<file path="src/rtl/phase_sequencer.sv">
// rtl/phase_sequencer.sv - run-control sequencer for the 5-phase one-hot CPU phase ring
//
// Purpose:
//   Starts, stalls, halts and single-steps the P1..P5 phase ring at instruction
//   granularity. It pulses retire once per completed instruction and keeps a
//   wrapping retired-instruction count. Every output comes straight from a flop.
//
// Optional feature macro: PHASE_SKIP_EN
//   Defined   : skip=1 in an unstalled P3 jumps straight to P5, bypassing P4.
//   Undefined : skip is accepted but has no effect.
//
// Ports:
//   clk          in   clock
//   rst          in   asynchronous active-high reset
//   start        in   run request; honoured only in IDLE/HALT
//   halt_req     in   halt at the next instruction boundary (sticky)
//   step_mode    in   halt after every instruction (sampled at the boundary)
//   stall        in   hold the current phase this cycle
//   skip         in   skip P4 (PHASE_SKIP_EN builds only)
//   phase        out  one-hot current phase, 00000 when not running
//   busy         out  high while running
//   halted       out  high in HALT
//   retire       out  one-cycle pulse per completed instruction
//   instr_count  out  retired-instruction count, CNT_W bits, wraps

module phase_sequencer #(
  parameter int CNT_W = 16
) (
  input  logic             clk,
  input  logic             rst,
  input  logic             start,
  input  logic             halt_req,
  input  logic             step_mode,
  input  logic             stall,
  input  logic             skip,
  output logic [4:0]       phase,
  output logic             busy,
  output logic             halted,
  output logic             retire,
  output logic [CNT_W-1:0] instr_count
);

  localparam logic [1:0] S_IDLE = 2'd0;
  localparam logic [1:0] S_RUN  = 2'd1;
  localparam logic [1:0] S_HALT = 2'd2;

  localparam logic [4:0] P_NONE = 5'b00000;
  localparam logic [4:0] P1     = 5'b00001;
  localparam logic [4:0] P3     = 5'b00100;
  localparam logic [4:0] P5     = 5'b10000;

  localparam logic [CNT_W-1:0] CNT_ONE = {{(CNT_W-1){1'b0}}, 1'b1};

  logic [1:0]       r_state;
  logic [4:0]       r_phase;
  logic             r_busy;
  logic             r_halted;
  logic             r_retire;
  logic [CNT_W-1:0] r_count;
  logic             r_halt_pending;

  logic             w_advance;
  logic             w_boundary;
  logic             w_pending;
  logic             w_stop;
  logic             w_skip;
  logic [4:0]       w_next_phase;

  // The ring only moves on unstalled RUN cycles. An unstalled P5 is the
  // instruction boundary, where retire, count and the halt decision happen.
  assign w_advance  = (r_state == S_RUN) && !stall;
  assign w_boundary = w_advance && (r_phase == P5);

  // A halt request in the boundary cycle itself still counts for that boundary.
  assign w_pending  = r_halt_pending | halt_req;
  assign w_stop     = w_boundary && (w_pending || step_mode);

`ifdef PHASE_SKIP_EN
  assign w_skip = (r_phase == P3) && skip;
`else
  // skip stays on the port list for pin compatibility but never acts.
  assign w_skip = 1'b0 & skip;
`endif

  always_comb begin
    w_next_phase = {r_phase[3:0], r_phase[4]};
    if (w_boundary) begin
      w_next_phase = P1;
    end else if (w_skip) begin
      w_next_phase = P5;
    end
  end

  always_ff @(posedge clk or posedge rst) begin
    if (rst) begin
      r_state        <= S_IDLE;
      r_phase        <= P_NONE;
      r_busy         <= 1'b0;
      r_halted       <= 1'b0;
      r_retire       <= 1'b0;
      r_count        <= '0;
      r_halt_pending <= 1'b0;
    end else begin
      r_retire <= 1'b0;
      case (r_state)
        S_IDLE, S_HALT: begin
          // halt_req is deliberately ignored while stopped.
          if (start) begin
            r_state  <= S_RUN;
            r_phase  <= P1;
            r_busy   <= 1'b1;
            r_halted <= 1'b0;
          end
        end
        S_RUN: begin
          if (w_boundary) begin
            r_retire <= 1'b1;
            r_count  <= r_count + CNT_ONE;
          end
          if (w_stop) begin
            r_state        <= S_HALT;
            r_phase        <= P_NONE;
            r_busy         <= 1'b0;
            r_halted       <= 1'b1;
            r_halt_pending <= 1'b0;
          end else begin
            // Captured even while stalled so a single-cycle pulse is never lost.
            r_halt_pending <= w_pending;
            if (w_advance) begin
              r_phase <= w_next_phase;
            end
          end
        end
        default: begin
          // Unreachable encoding; only reset recovers it.
        end
      endcase
    end
  end

  assign phase       = r_phase;
  assign busy        = r_busy;
  assign halted      = r_halted;
  assign retire      = r_retire;
  assign instr_count = r_count;

endmodule

</file>
<file path="config.mk">
export PLATFORM = sky130hd
export DESIGN_NAME = phase_sequencer
export DESIGN_NICKNAME = d
export VERILOG_FILES = /design/src/rtl/phase_sequencer.sv
export SDC_FILE = /design/constraint.sdc
export NUM_CORES = 1
export LEC_CHECK = 0
export ABC_AREA = 1
export CORE_MARGIN = 4
export CORE_UTILIZATION = 46
export CTS_BUF_LIST = sky130_fd_sc_hd__clkbuf_8
export CTS_CLUSTER_SIZE = 24
export DETAILED_ROUTE_END_ITERATION = 12
export HOLD_SLACK_MARGIN = 0.08
export PLACE_DENSITY = 0.77
export SYNTH_ARGS = -nofsm -noshare
export SYNTH_HDL_FRONTEND = slang
export SYNTH_SLANG_ARGS = --single-unit
</file>
<file path="constraint.sdc">
create_clock -name clk -period 1.3 [get_ports clk]
set_clock_uncertainty 0.15 [all_clocks]
set_input_delay 0.13 -clock clk [delete_from_list [all_inputs] [get_ports clk]]
set_output_delay 0.13 -clock clk [all_outputs]
set_load 0.1 [all_outputs]
</file>
=== After elaboration in Yosys (flattened, before gate mapping) ===
Index checks and enable logic that the tools add are counted.

* Register bits after elaboration: 27
* Logic and storage cells: 43

* $add $sub $neg: 1
* Eq/ne operators: 6
* Muxes and demuxes: 17
* Bitwise gates (word level): 1
* Reduce and logical (&&, ||, !) cells: 11

{| class="wikitable"
|+ Operators by type and width
! operator !! number
|-
| $mux W5 || 4
|-
| $add A16 B1 Y16 const B || 1
|-
| $pmux W5 S2 || 1
|-
| $mux W1 || 7
|-
| $reduce_and A3 Y1 || 2
|-
| $eq A5 B5 Y1 const B || 1
|-
| $mux W2 || 2
|-
| $ne A2 B2 Y1 const B || 2
|-
| $pmux W1 S2 || 2
|-
| $pmux W2 S2 || 1
|-
| $logic_and A1 B1 Y1 || 3
|-
| $ne A3 B3 Y1 const B || 1
|-
| $eq A2 B1 Y1 const B || 1
|-
| $eq A2 B2 Y1 const B || 1
|-
| $logic_not A2 Y1 || 1
|-
| $reduce_and A2 Y1 || 1
|-
| $reduce_bool A2 Y1 || 1
|-
| $reduce_or A2 Y1 || 1
|-
| $logic_not A1 Y1 || 1
|-
| $logic_or A1 B1 Y1 || 1
|-
| $or A1 B1 Y1 || 1
|}

=== Logic depth before layout (Yosys ltp) ===
* Depth after elaboration: 7
* Depth in mapped cells: 10
* Gate-level depth less buffers: 9

=== Worst setup path before layout ===
OpenSTA, ideal clock, no wires.

* Path kind: reg2reg
* From: register r_count[0] (netlist: instr_count[0])
* To: register r_count[8] (netlist: instr_count[8])
* Library setup time: 130 ps
* Arrival: 1892 ps
* Path slack: -872 ps
* Stages on the path, launching flop included: 8
* Buffers on the path: 0
* Period minus slack after synthesis: 2172 ps
* Cells stage by stage: dfrtp_1 > ha_1 > inv_1 > nor2_1 > nand2_1 > xor2_1 > nand2_1 > o21ai_0

* Longest elaborated chain between the ends: 1

{| class="wikitable"
|+ Ends and longest elaborated chain
! element !! line !! RTL
|-
| from (decl) || 59 || <nowiki>logic [CNT_W-1:0] r_count;</nowiki>
|-
| from (signal assigned) || 118 || <nowiki>r_count <= r_count + CNT_ONE;</nowiki>
|-
| $add A16 B1 Y16 || 118 ||
|}

No other way between the ends.
A chain may end at the register's enable or synchronous reset.

=== Worst setup path after layout ===
* From: register r_phase[3] (netlist: phase[3])
* To: register r_count[10] (netlist: instr_count[10])

* Longest elaborated chain between the ends: 3

{| class="wikitable"
|+ Ends and longest elaborated chain
! element !! line !! RTL
|-
| from (decl) || 55 || <nowiki>logic [4:0] r_phase;</nowiki>
|-
| from (signal assigned) || 130 || <nowiki>r_phase <= w_next_phase;</nowiki>
|-
| $eq A5 B5 Y1 || 72 || <nowiki>assign w_boundary = w_advance && (r_phase == P5);</nowiki>
|-
| $logic_and A1 B1 Y1 || 72 ||
|-
| $reduce_and A2 Y1 (no source line) || -- ||
|}

No other way between the ends.

==> out/results.ini <==
[worst_setup_path]
cp_cell_sequence = or2_1 > nor2_1 > nand2_2 > inv_2 > buf_12 > nand2_2 > nand2_1 > nand2_1
cp.required_ps = 1310
end_kind = flip-flop
max_stage_delay_ps = 500
path_delay_family = simple AND/OR/NAND/NOR gates
start_kind = flip-flop
worstSetupPathType = flip-flop to flip-flop
cp_slowest_cell = dfrtp_4
cp.arrival_ps = 1640
critPathBufInv = 2
reg2reg_slack_ps = -330
crit_fanout = 12

[routing]
viasPerCell = 5.80
drt_pass1_iterations = 5
vias = 1636
wl_per_cell_um = 19.7
wirelength_um = 5540
drc = 0
ant_nets = 0
drtIter0Drc = 160

[status]
status = finished, violations left
violations = negative setup slack

[sta]
fmax_ghz = 0.614
slew_headroom_pct = 81.2
report.final.slew_viol_count = 0
layout_setup_ws_ps = -330
min_period_over_period_pct = 125
final_hold_viol_count = 0
tns_ps = -5640
period_minus_slack_ps = 1630
worst_pin_slew_ps = 281
setup_viol = 37
rsz0062_at_grt = true
fin_worst_hold_slack_ps = 320

[placed_design]
gp_congestion = 0.844
io_buffer_count = 29
post_dp_cell_area_um2 = 2270
dpl.hpwl_um = 2960

[layout]
design_area_um2 = 2540
fill_cells = 98
fin_util_pct = 91.2
num_antenna_cells = 0
drive_gt1_share_pct = 47.8
fin_nets = 260
final_cell_mix = nand2_1, buf_12, buf_6
layout_commonest_cell = nand2_1
area_delta_synth_final_pct = 88.5

[floorplanning]
initial_core_util_pct = 48.4
io_pins = 31
fp.dieH_um = 62.1
die-area_um2 = 3860
die_x_um = 62.1
core-area_um2 = 2780
rows = 19

[cts]
path_clk_slew_ps = 90
root_buffer = clkbuf_8
clock-sinks = 25
clock_path_buffers = 2
cts_tree = built
cts_made_buffers = 3
insertion_delay_ps = 280
ctsHtreeMaxLevel = 1

[synth]
yosysTopAreaCell = dfrtp_1
synth_cells = 178
synthesis.nets = 186
synth.yosys.warnings = 0
yosysTopAreaCellShare_pct = 46.5
ys_types = 21
ys_seq_area_share_pct = 46.5
syn_avg_cell_area_um2 = 7.56
syn_area_um2 = 1350
synth_seq_cells = 25
netlist_top_cells_area = dfrtp_1, nand2_1, nor2_1

[power]
total_power_w = 0.00528
max-vdd-ir-drop_mv = 2.22
power_leakage_nw = 1.14
powerDensity_nw_per_um2 = 2080

[global_route]
first_global_vias = 1512
grt_pass1_wl_um = 7300
use_met2_pct = 41.1
antenna_found_initial = 0
grt_max_degree = 26
met1_usage_pct = 27.3
overflow = 0
met3_usage_pct = 4.86
grtUsageTotal_pct = 23.3
busiest_layer = met2

[worst_hold_path]
hold_class = input pin to flip-flop

[flow_run]
drv_cap = 0

## flip-flops by register name, summed over array words and instances (netlist names)
register and flops:
halted 1, instr_count 16, phase 5, r_halt_pending 1
r_state 1, retire 1
## through the flow
stage               instances  worst slack [ps]
finish                    282              -330
global route              282              -400
CTS                       278              -241
detailed placement        270              -239
global placement          270              -185
floorplan                 178              -358
## cells by family (layout without fill, tap and decap cells)
kind of cell	Yosys count	after routing	synth area share (%)
AOI/OAI and AO/OA	14	14	5.48
buffers and inverters	24	97	8.09
and+or+nand+nor	106	106	33.8
xor gates and xnor gates	8	8	5.20
DFF	25	25	46.5
adders and majority gates	1	1	0.929
## final cells by class
type	instances	area, um^2	share of cell area, %
tap	31	38.8	1.53
clock inverter	1	3.75	0.148
multi-input combinational	129	711	28.0
sequential	25	691	27.2
inverter	21	81.3	3.21
clock buffer	3	41.3	1.63
timing repair buffer	72	971	38.3
## cells in the mapped netlist
cell type  instances
nand3_1           10
buf_6              2
inv_1             18
xor2_1             6
inv_2              3
nand4_1            3
buf_4              1
nor2_1            19
o21ai_0           10
ha_1               1
nand2_1           66
nand3b_1           2
or2_2              1
nand2_2            1
a21oi_1            2
nor2_4             3
xnor2_1            2
dfrtp_1           25
or2_1              1
o21ai_2            1
o21ai_1            1
## final timing paths
| check | from | endpoint | depth (start not counted) |
|---|---|---|---|
| hold / removal | halt_req | r_halt_pending | 3 |
| setup / recovery | phase[3] | instr_count[10] | 8 |
| min in group asynchronous | rst | phase[2] | 4 |
| hold reg to reg | r_halt_pending | r_halt_pending | 2 |
| setup reg to reg | phase[3] | instr_count[10] | 8 |
| max in group asynchronous | rst | instr_count[8] | 4 |
## report_power, final
part | total (W) | switching, W | internal, W
Combinational | 0.00354 | 0.00216 | 0.00137
Clock | 0.000481 | 0.000268 | 0.000213
Sequential | 0.00126 | 0.000216 | 0.00105
## worst register-to-register path: stages, from the launching register on
cell,delay (ps)
dfrtp_4,500
or2_1,220
nor2_1,110
nand2_2,90
inv_2,90
buf_12,130
nand2_2,50
nand2_1,100
nand2_1,80
## what timing repair did
action / in CTS / in global routing
endpoints found under the setup margin: 37 / 44
cloned: 0 / 0
endpoints found under the hold margin: 25 / 0
pin swaps: 0 / 4
hold buffers: 1 / 0
buffers inserted: 4 / 9
gates resized for setup: 21 / 31
## routing by layer
metal	vias to the layer above	wire length, um
met3	40	495
met1	775	1880
met2	129	2810
met4	0	351
met5	-	0
li1	692	-
No activity file was read; power rests on OpenSTA's default activity.
